<file path="config.mk">
export PLATFORM = sky130hd
export DESIGN_NAME = program_loader
export DESIGN_NICKNAME = d
export VERILOG_FILES = /design/src/rtl/program_loader.sv
export SDC_FILE = /design/constraint.sdc
export NUM_CORES = 1
export LEC_CHECK = 0
export ABC_CLOCK_PERIOD_IN_PS = 2850
export CAP_MARGIN = 15
export CORE_UTILIZATION = 54
export DETAILED_ROUTE_END_ITERATION = 16
export GPL_ROUTABILITY_DRIVEN = 0
export PLACE_DENSITY = 0.77
export SYNTH_ARGS = -nofsm -noshare
export SYNTH_HDL_FRONTEND = slang
export SYNTH_SLANG_ARGS = --single-unit
</file>
<file path="constraint.sdc">
create_clock -name clk -period 2.85 [get_ports clk]
set_input_delay 0.57 -clock clk [delete_from_list [all_inputs] [get_ports clk]]
set_output_delay 0.57 -clock clk [all_outputs]
set_load 0.005 [all_outputs]
</file>
<file path="src/rtl/program_loader.sv">
// Boot-time loader: assembles a big-endian byte stream into 32-bit words and writes them
// to instruction memory, holding the CPU in reset until done. Optional macro: LOADER_CHECKSUM_EN.
module program_loader #(
  parameter logic [31:0] BASE_ADDR   = 32'd0,
  parameter int          DEPTH_WORDS = 64
) (
  input  logic        clk,
  input  logic        rst,
  input  logic        start,
  input  logic        byte_valid,
  input  logic [7:0]  byte_data,
  output logic        byte_ready,
  output logic        initialize,
  output logic [31:0] instruction_initialize_data,
  output logic [31:0] instruction_initialize_address,
  output logic        cpu_rst,
  output logic        busy,
  output logic        done,
  output logic        error
);

  typedef enum logic [2:0] {
    S_IDLE, S_HDR, S_ASM, S_WRITE, S_CHK, S_DONE, S_ERR
  } state_t;

  state_t      state_q, state_d;
  logic [1:0]  byte_cnt_q, byte_cnt_d;
  logic [7:0]  hdr_hi_q, hdr_hi_d;
  logic [23:0] shift_q, shift_d;
  logic [15:0] n_words_q, n_words_d;
  logic [15:0] word_idx_q, word_idx_d;
  logic [31:0] data_q, data_d;
  logic [31:0] addr_q, addr_d;
`ifdef LOADER_CHECKSUM_EN
  logic [7:0]  csum_q, csum_d;
  localparam state_t S_AFTER_PAYLOAD = S_CHK;
`else
  localparam state_t S_AFTER_PAYLOAD = S_DONE;
`endif

  logic        accept;
  logic [15:0] hdr_word;

  always_comb begin
    state_d    = state_q;
    byte_cnt_d = byte_cnt_q;
    hdr_hi_d   = hdr_hi_q;
    shift_d    = shift_q;
    n_words_d  = n_words_q;
    word_idx_d = word_idx_q;
    data_d     = data_q;
    addr_d     = addr_q;
`ifdef LOADER_CHECKSUM_EN
    csum_d     = csum_q;
`endif
    byte_ready = (state_q == S_HDR) || (state_q == S_ASM) || (state_q == S_CHK);
    initialize = (state_q == S_WRITE);
    busy       = byte_ready || initialize;
    done       = (state_q == S_DONE);
    error      = (state_q == S_ERR);
    cpu_rst    = (state_q != S_DONE);
    accept     = byte_valid && byte_ready;
    hdr_word   = {hdr_hi_q, byte_data};

    case (state_q)
      S_IDLE, S_DONE, S_ERR: begin
        if (start) begin
          state_d    = S_HDR;
          byte_cnt_d = 2'd0;
        end
      end
      S_HDR: begin
        if (accept) begin
          if (byte_cnt_q == 2'd0) begin
            hdr_hi_d   = byte_data;
            byte_cnt_d = 2'd1;
          end else begin
            byte_cnt_d = 2'd0;
            n_words_d  = hdr_word;
            word_idx_d = 16'd0;
`ifdef LOADER_CHECKSUM_EN
            csum_d     = 8'd0;
`endif
            if (hdr_word == 16'd0)
              state_d = S_AFTER_PAYLOAD;
            else if ({16'd0, hdr_word} > 32'(DEPTH_WORDS))
              state_d = S_ERR;
            else
              state_d = S_ASM;
          end
        end
      end
      S_ASM: begin
        if (accept) begin
          shift_d    = {shift_q[15:0], byte_data};
          byte_cnt_d = 2'(byte_cnt_q + 2'd1);
`ifdef LOADER_CHECKSUM_EN
          csum_d     = csum_q ^ byte_data;
`endif
          // Latch data and address on the 4th byte so both are stable through WRITE.
          if (byte_cnt_q == 2'd3) begin
            data_d  = {shift_q, byte_data};
            addr_d  = BASE_ADDR + {14'd0, word_idx_q, 2'b00};
            state_d = S_WRITE;
          end
        end
      end
      S_WRITE: begin
        word_idx_d = word_idx_q + 16'd1;
        if (word_idx_q + 16'd1 == n_words_q)
          state_d = S_AFTER_PAYLOAD;
        else
          state_d = S_ASM;
      end
      S_CHK: begin
`ifdef LOADER_CHECKSUM_EN
        if (accept)
          state_d = (byte_data == csum_q) ? S_DONE : S_ERR;
`endif
      end
      default: state_d = S_IDLE;
    endcase
  end

  always_ff @(posedge clk) begin
    if (!rst) begin
      state_q    <= S_IDLE;
      byte_cnt_q <= 2'd0;
      hdr_hi_q   <= 8'd0;
      shift_q    <= 24'd0;
      n_words_q  <= 16'd0;
      word_idx_q <= 16'd0;
      data_q     <= 32'd0;
      addr_q     <= 32'd0;
`ifdef LOADER_CHECKSUM_EN
      csum_q     <= 8'd0;
`endif
    end else begin
      state_q    <= state_d;
      byte_cnt_q <= byte_cnt_d;
      hdr_hi_q   <= hdr_hi_d;
      shift_q    <= shift_d;
      n_words_q  <= n_words_d;
      word_idx_q <= word_idx_d;
      data_q     <= data_d;
      addr_q     <= addr_d;
`ifdef LOADER_CHECKSUM_EN
      csum_q     <= csum_d;
`endif
    end
  end

  assign instruction_initialize_data    = data_q;
  assign instruction_initialize_address = addr_q;

endmodule

</file>
==> results of run 1 <==
synthesized netlist by cell type, types with 3 or more instances:
master / instances
or2_2: 3
buf_1: 3
nor2_1: 17
mux2i_1: 24
o21ai_0: 21
buf_4: 20
a21boi_0: 76
ha_1: 3
xor2_1: 6
dfxtp_1: 117
nand2b_1: 4
a21oi_1: 18
inv_1: 6
nor2b_1: 35
nand2_1: 164
a22oi_1: 3
o211a_1: 3
or3_1: 3
and2_1: 4
and3_1: 4
clkbuf_1: 32
nand4_1: 4
nor3_1: 12
nand3_1: 18
nor4_1: 5
buf_2: 10
xnor2_1: 14
a31oi_1: 3
power groups by stage:
stage	clock [uW]	sequential, uW	combinational (uW)
after floorplan	0	1720	366
after global placement	0	1780	426
after detailed placement	0	1780	439
after CTS	2090	1750	441
after global routing	2180	1770	482
final	2070	1760	442
cells in the final DEF, fill, tap and decap left out, types with 3 or more instances in the layout:
cell             synthesis  final
a21boi_0                76     76
a21oi_1                 18     18
a22oi_1                  3      3
a31oi_1                  3      3
and2_1                   4      4
and3_1                   4      4
buf_4                   20     13
bufinv_16                0      3
clkbuf_1                32      3
clkbuf_16                0     16
clkbuf_8                 0      3
clkdlybuf4s50_1          0     64
clkinv_2                 0      3
clkinvlp_4               0      3
conb_1                   1     16
dfxtp_1                117    114
dfxtp_2                  0      3
ha_1                     3      3
inv_1                    6      6
mux2i_1                 24     24
nand2_1                164    164
nand2b_1                 4      4
nand3_1                 18     18
nand4_1                  4      4
nor2_1                  17     17
nor2b_1                 35     35
nor3_1                  12     12
nor4_1                   5      5
o211a_1                  3      3
o21ai_0                 21     21
or2_2                    3      3
or3_1                    3      3
xnor2_1                 14     14
xor2_1                   6      6
sequential cells by signal (all words and copies together), names as in the netlist:
signal,count
byte_cnt_q,2
hdr_hi_q,8
instruction_initialize_address,16
instruction_initialize_data,32
n_words_q,16
shift_q,24
state_q,3
word_idx_q,16
per-stage QoR:
stage,cell area (um2),cells,util,setup WS [ns],hold slack [ns]
2_1_floorplan,5620,686,-,0.662,0.441
3_3_place_gp,6200,831,0.628,0.402,0.450
3_5_place_dp,6200,831,0.628,0.282,0.458
4_1_cts,6780,862,0.687,0.0271,0.465
5_1_grt,6780,862,0.688,0.0122,0.476
6_report,6780,862,0.688,0.199,0.461
repair_timing:
| action | in CTS | in global routing |
|---|---|---|
| hold endpoints to repair | 0 | 0 |
| gates resized for setup | 1 | 2 |
| endpoints found under the setup margin | 1 | 2 |
metal layers:
layer | track usage | vias up | wire length (um) | share of wire
met5 | 0 | - | 0 | 0
met4 | 0.0890 | 0 | 167 | 0.013
met3 | 0.0623 | 18 | 782 | 0.062
met2 | 0.381 | 156 | 5890 | 0.47
met1 | 0.323 | 2196 | 5690 | 0.45
li1 | - | 2332 | - | -
worst min-delay path, delay by kind of cell, from the launching register on:
family             cells  cell delay, ns
AOI/OAI and AO/OA      1            0.06
DFF                    1            0.30
and+or+nand+nor        1            0.04
how the worst min path moves through the flow:
stage / start / endpoint / slack [ns] / depth (start not counted)
CTS: instruction_initialize_address[15]$_SDFFE_PN0P_ / instruction_initialize_address[15]$_SDFFE_PN0P_ / 0.46 / 2
floorplan: shift_q[16]$_SDFFE_PN0P_ / instruction_initialize_data[24]$_SDFFE_PN0P_ / 0.44 / 2
global placement: instruction_initialize_data[3]$_SDFFE_PN0P_ / instruction_initialize_data[3]$_SDFFE_PN0P_ / 0.45 / 2
detailed placement: instruction_initialize_address[15]$_SDFFE_PN0P_ / instruction_initialize_address[15]$_SDFFE_PN0P_ / 0.46 / 2
finish: instruction_initialize_address[12]$_SDFFE_PN0P_ / instruction_initialize_address[12]$_SDFFE_PN0P_ / 0.46 / 2
global route: shift_q[20]$_SDFFE_PN0P_ / shift_q[20]$_SDFFE_PN0P_ / 0.48 / 2
cells by family (layout without fill, tap and decap cells):
| family | after synthesis | after routing |
|---|---|---|
| AND/OR/NAND/NOR | 288 | 288 |
| adder cells (fa/ha/maj) | 3 | 3 |
| multiplexers | 25 | 25 |
| AO/OA/AOI/OAI | 143 | 143 |
| flip-flops | 117 | 117 |
| buffers and inverters | 73 | 116 |
| other | 1 | 16 |
| XOR/XNOR | 21 | 21 |
layout make-up:
| class | count | area (um2) | area share |
|---|---|---|---|
| Multi-Input combinational cell | 496 | 2910 | 0.428 |
| Inverter | 6 | 22.5 | 0.00332 |
| Sequential cell | 117 | 2350 | 0.346 |
| Tap cell | 133 | 166 | 0.0245 |
| Clock buffer | 22 | 453 | 0.0668 |
| Clock inverter | 9 | 128 | 0.0188 |
| Timing Repair Buffer | 79 | 763 | 0.113 |
==> run_results.csv, run 1 <==
group,metric,value,unit
global_route,grt_pass1_wl,20900,um
cells_and_area,fill_cells,788,
yosys,synth_top_area_frac,0.421,
worst_setup_path,critPathMaxFanout,19,
clock_tree,numCtsBuffers,17,
power_and_ir_drop,power.density,630,mW/mm2
worst_setup_path,slowest_stage,"dfxtp_2",
clock_tree,cts_buffer_depth,2,
timing,tightest_slew,0.739,ns
global_route,gr-usage-all-layers,0.243,
power_and_ir_drop,power_frac_clock,0.485,
floorplanning,io_pins,82,
global_route,grt_pass1_vias,4203,
cells_and_area,drive_above_1_share,0.0796,
yosys,async_flop_share,0,
global_route,grt_max_degree,56,
timing,fin_crit_sh,0.930,
yosys,synthFlopType,"dfxtp_1",
worst_setup_path,reg2regPathDepth,7,
power_and_ir_drop,power_switching,992,uW
clock_tree,numClockSinks,117,
global_route,gr-total-overflow,0,
flow_run,max-cap-violations,0,
floorplanning,num_rows,36,
worst_setup_path,cp_num_buf_inv,1,
clock_tree,hold_buffers,0,
timing,fmax,0.377,GHz
worst_setup_path,crit_chain,"nor2_1, nand2_1, o21ai_0, or2_2, clkdlybuf4s50_1",
yosys,synth_top_family_by_area,"simple AND/OR/NAND/NOR gates",
power_and_ir_drop,p_leak,0.00237,uW
yosys,netlist_instances,671,
floorplanning,die_height,104,um
power_and_ir_drop,swShare,0.232,
power_and_ir_drop,vdd_drop_max,0.431,mV
yosys,synthSimpleGateAreaFrac,0.244,
clock_tree,post_cts_buffers,0,
worst_setup_path,worst_ep_required_time,2.28,ns
timing,drv_slew,0,
worst_setup_path,endpoint,"busy",
drt,wl,12500,um
worst_setup_path,cp-start-kind,"register",
timing,clock-skew-final,0.00605,ns
timing,slew_headroom,0.507,
yosys,synth_edf_count,0,
drt,drc,0,
worst_setup_path,r2r-start,"word_idx_q[0]$_SDFFE_PN0P_",
cells_and_area,n_antenna_cell,0,
yosys,postSynthAreaPerCell,8.30,um2
floorplanning,die_w,104,um
yosys,synth_area,0.00557,mm2
yosys,yosys-top-cells-area,"dfxtp_1 (42%), nand2_1 (11%), a21boi_0 (10%), mux2i_1 (4.3%), nor2b_1 (3.9%)",
clock_tree,cts.root.buffer_cell,"clkbuf_8",
worst_setup_path,end_kind,"output port",
floorplanning,dieArea,0.0107,mm2
floorplanning,start_util,0.564,
drt,post_drt_wl_per_cell,14.5,um
timing,setup_violations,0,
timing,period_minus_slack,2.65,ns
worst_setup_path,path_class,"reg -> out",
global_route,grt_antenna_before_repair,0,
worst_setup_path,critPathArrivalTime,2.08,ns
yosys,synthMuxAreaShare,0.0452,
yosys,synthXorXnorAreaFrac,0.0357,
yosys,synth-seq-cells,117,
worst_setup_path,cp.depth,5,
timing,tns,0,ns
drt,vias,4702,
worst_setup_path,rr_endpoint,"state_q[1]$_SDFFE_PN0P_",
outcome,status,"completed",
min_path,hold_class,"reg -> reg",
worst_setup_path,max_stage_delay,0.53,ns
timing,rsz0062_at_grt,"false",
worst_setup_path,crit_path_start,"state_q[0]$_SDFFE_PN0P_",
yosys,seq_area_frac_synth,0.421,
cells_and_area,area_growth,21.8,%
floorplanning,core,0.00986,mm2
clock_tree,path_clk_slew,0.05,ns
power_and_ir_drop,p_comb_frac,0.104,
clock_tree,cts_tree,"yes",
drt,drt_iter0_markers,432,
power_and_ir_drop,seq_power_share,0.411,
yosys,synth_top_area_cell,"dfxtp_1",
cells_and_area,nets,732,
power_and_ir_drop,fin_total_pwr,4270,uW
worst_setup_path,crit_family,"flip-flops",
yosys,ys_types,59,
power_and_ir_drop,intPower,3280,uW
yosys,synth_compound_area_frac,0.179,
placed_design,place_hpwl,8570,um
yosys,synthAdderAreaFrac,0.00674,
yosys,yosysWarnings,0,
worst_setup_path,reg2reg_slack,0.25,ns
clock_tree,htree_levels,4,
clock_tree,clk_latency,0.51,ns
timing,hold_viol,0,
drt,via_per_inst,5.45,
placed_design,io_buffers,65,
drt,ant_nets,0,
drt,first_pass_iters,5,
Note: power is estimated with default switching activity, not from simulation.
==> run 2, diff against run 1 <==
--- a/config.mk
+++ b/config.mk
@@ -5,7 +5,7 @@
 export SDC_FILE = /design/constraint.sdc
 export NUM_CORES = 1
 export LEC_CHECK = 0
-export ABC_CLOCK_PERIOD_IN_PS = 2850
+export ABC_CLOCK_PERIOD_IN_PS = 2600
 export CAP_MARGIN = 15
 export CORE_UTILIZATION = 54
 export DETAILED_ROUTE_END_ITERATION = 16
==> constraint.sdc (replaced) <==
create_clock -name clk -period 2.6 [get_ports clk]
set_input_delay 0.52 -clock clk [delete_from_list [all_inputs] [get_ports clk]]
set_output_delay 0.52 -clock clk [all_outputs]
set_load 0.005 [all_outputs]
==> run_results.csv, run 2 (same netlist as run 1, synthesis figures left out) <==
group,metric,value,unit
floorplanning,start_util,0.564,
timing,setup_violations,0,
global_route,grt_antenna_before_repair,0,
global_route,grt_pass1_vias,4392,
drt,vias,4805,
timing,tightest_slew,0.507,ns
worst_setup_path,reg2regPathDepth,7,
min_path,hold_path_depth,2,
timing,rsz0062_at_grt,"false",
cells_and_area,fin_util,0.690,
timing,drv_slew,0,
timing,setup_ws,0.160,ns
clock_tree,cts.root.buffer_cell,"clkbuf_8",
cells_and_area,largest_reg_flops,32,
worst_setup_path,cp_num_buf_inv,1,
cells_and_area,mostFrequentLayoutCells,"nand2_1 (164), dfxtp_1 (115), a21boi_0 (76)",
cells_and_area,nets,742,
floorplanning,dieArea,0.0107,mm2
drt,wl,13200,um
drt,first_pass_iters,5,
worst_setup_path,path_class,"reg -> out",
clock_tree,numCtsBuffers,17,
timing,clock-skew-final,0.00728,ns
timing,slew_headroom,0.661,
outcome,status,"completed",
drt,drt_iter0_markers,395,
floorplanning,die_height,104,um
drt,post_drt_wl_per_cell,15.2,um
cells_and_area,stdcell_count,871,
floorplanning,die_w,104,um
power_and_ir_drop,power.density,660,mW/mm2
worst_setup_path,cp.depth,5,
worst_setup_path,max_stage_delay,0.49,ns
placed_design,io_buffers,65,
placed_design,dp.cells,841,
clock_tree,htree_levels,4,
min_path,hold_class,"in -> reg",
worst_setup_path,crit_family,"buffers and inverters",
cells_and_area,area_growth,22.2,%
worst_setup_path,cp-start-kind,"register",
timing,fmax,0.410,GHz
floorplanning,core,0.00986,mm2
global_route,gr-usage-all-layers,0.254,
cells_and_area,drive_above_1_share,0.0935,
cells_and_area,mostFrequentLayoutCell,"nand2_1",
global_route,grt_pass1_wl,21600,um
power_and_ir_drop,p_leak,0.00239,uW
clock_tree,cts_buffer_depth,2,
timing,fin_crit_sh,0.938,
worst_setup_path,crit_chain,"nor2_1, nand2_1, o21ai_0, or2_2, clkdlybuf4s50_1",
drt,via_per_inst,5.52,
worst_setup_path,end_kind,"output port",
clock_tree,clk_latency,0.52,ns
placed_design,place_hpwl,8980,um
floorplanning,num_rows,36,
drt,drc,0,
global_route,gr-total-overflow,0,
power_and_ir_drop,vdd_drop_max,0.399,mV
worst_setup_path,slowest_stage,"clkdlybuf4s50_1",
clock_tree,path_clk_slew,0.06,ns
global_route,grt_max_degree,65,
cells_and_area,n_antenna_cell,0,
timing,period_minus_slack,2.44,ns
clock_tree,cts_tree,"yes",
timing,hold_viol,0,
worst_setup_path,critPathArrivalTime,1.92,ns
worst_setup_path,critPathMaxFanout,6,
flow_run,max-cap-violations,0,
worst_setup_path,worst_ep_required_time,2.08,ns
floorplanning,io_pins,82,
clock_tree,numClockSinks,117,
timing,tns,0,ns
placed_design,dpl_worst_slack,0.0931,ns
drt,ant_nets,0,
-- run 2: changes by cell type in the layout (fill, tap and decap cells not counted) --
cell	delta
bufinv_16	-2
dfxtp_1	+1
clkbuf_8	-1
clkbuf_1	-1
a311oi_2	+1
clkinvlp_4	+1
and3_1	-1
and3_2	+1
dfxtp_2	-1
a311oi_1	-1
clkinv_2	+2
buf_4	+10
-- run 2: path summary, 6_finish.rpt --
check / startpoint / to / slack, ns
worst max-delay path: state_q[2]$_SDFFE_PN0P_ / busy / 0.16
worst min-delay path: rst / word_idx_q[11]$_SDFFE_PN0P_ / 0.46
worst max register to register: word_idx_q[1]$_SDFFE_PN0P_ / state_q[1]$_SDFFE_PN0P_ / 0.17
worst min register to register: instruction_initialize_data[12]$_SDFFE_PN0P_ / instruction_initialize_data[12]$_SDFFE_PN0P_ / 0.46
-- run 2: where the power goes --
| group | leakage, uW | internal, uW | switching (uW) |
|---|---|---|---|
| Sequential | 0.000943 | 1840 | 45.4 |
| Combinational | 0.00120 | 283 | 275 |
| Clock | 0.000248 | 1270 | 785 |
| Total | 0.00239 | 3390 | 1110 |
-- run 2: layer usage --
metal  GRT usage  wire length, um
met5           0                0
met4       0.120              327
met3      0.0755              897
met2       0.391             6110
met1       0.325             5870
-- run 2: cell type report --
class                           instances  area [um2]
Clock buffer                           20         435
Clock inverter                         10        85.1
Fill cell                             814        3060
Inverter                                6        22.5
Multi-Input combinational cell        496        2910
Sequential cell                       117        2340
Tap cell                              133         166
Timing Repair Buffer                   89         838
-- run 2: metrics by stage --
step / total power (uW) / hold WS [ns] / instance area [um2]
2_1_floorplan: 2290 / 0.441 / 5620
3_3_place_gp: 2440 / 0.448 / 6270
3_5_place_dp: 2460 / 0.457 / 6270
4_1_cts: 4510 / 0.437 / 6800
5_1_grt: 4660 / 0.461 / 6810
6_report: 4490 / 0.458 / 6810
-- run 2: timing repair --
item / CTS / global route
buffers inserted: 0 / 0
endpoints found under the setup margin: 0 / 4
resized for setup: 0 / 4
hold buffers: 0 / 0
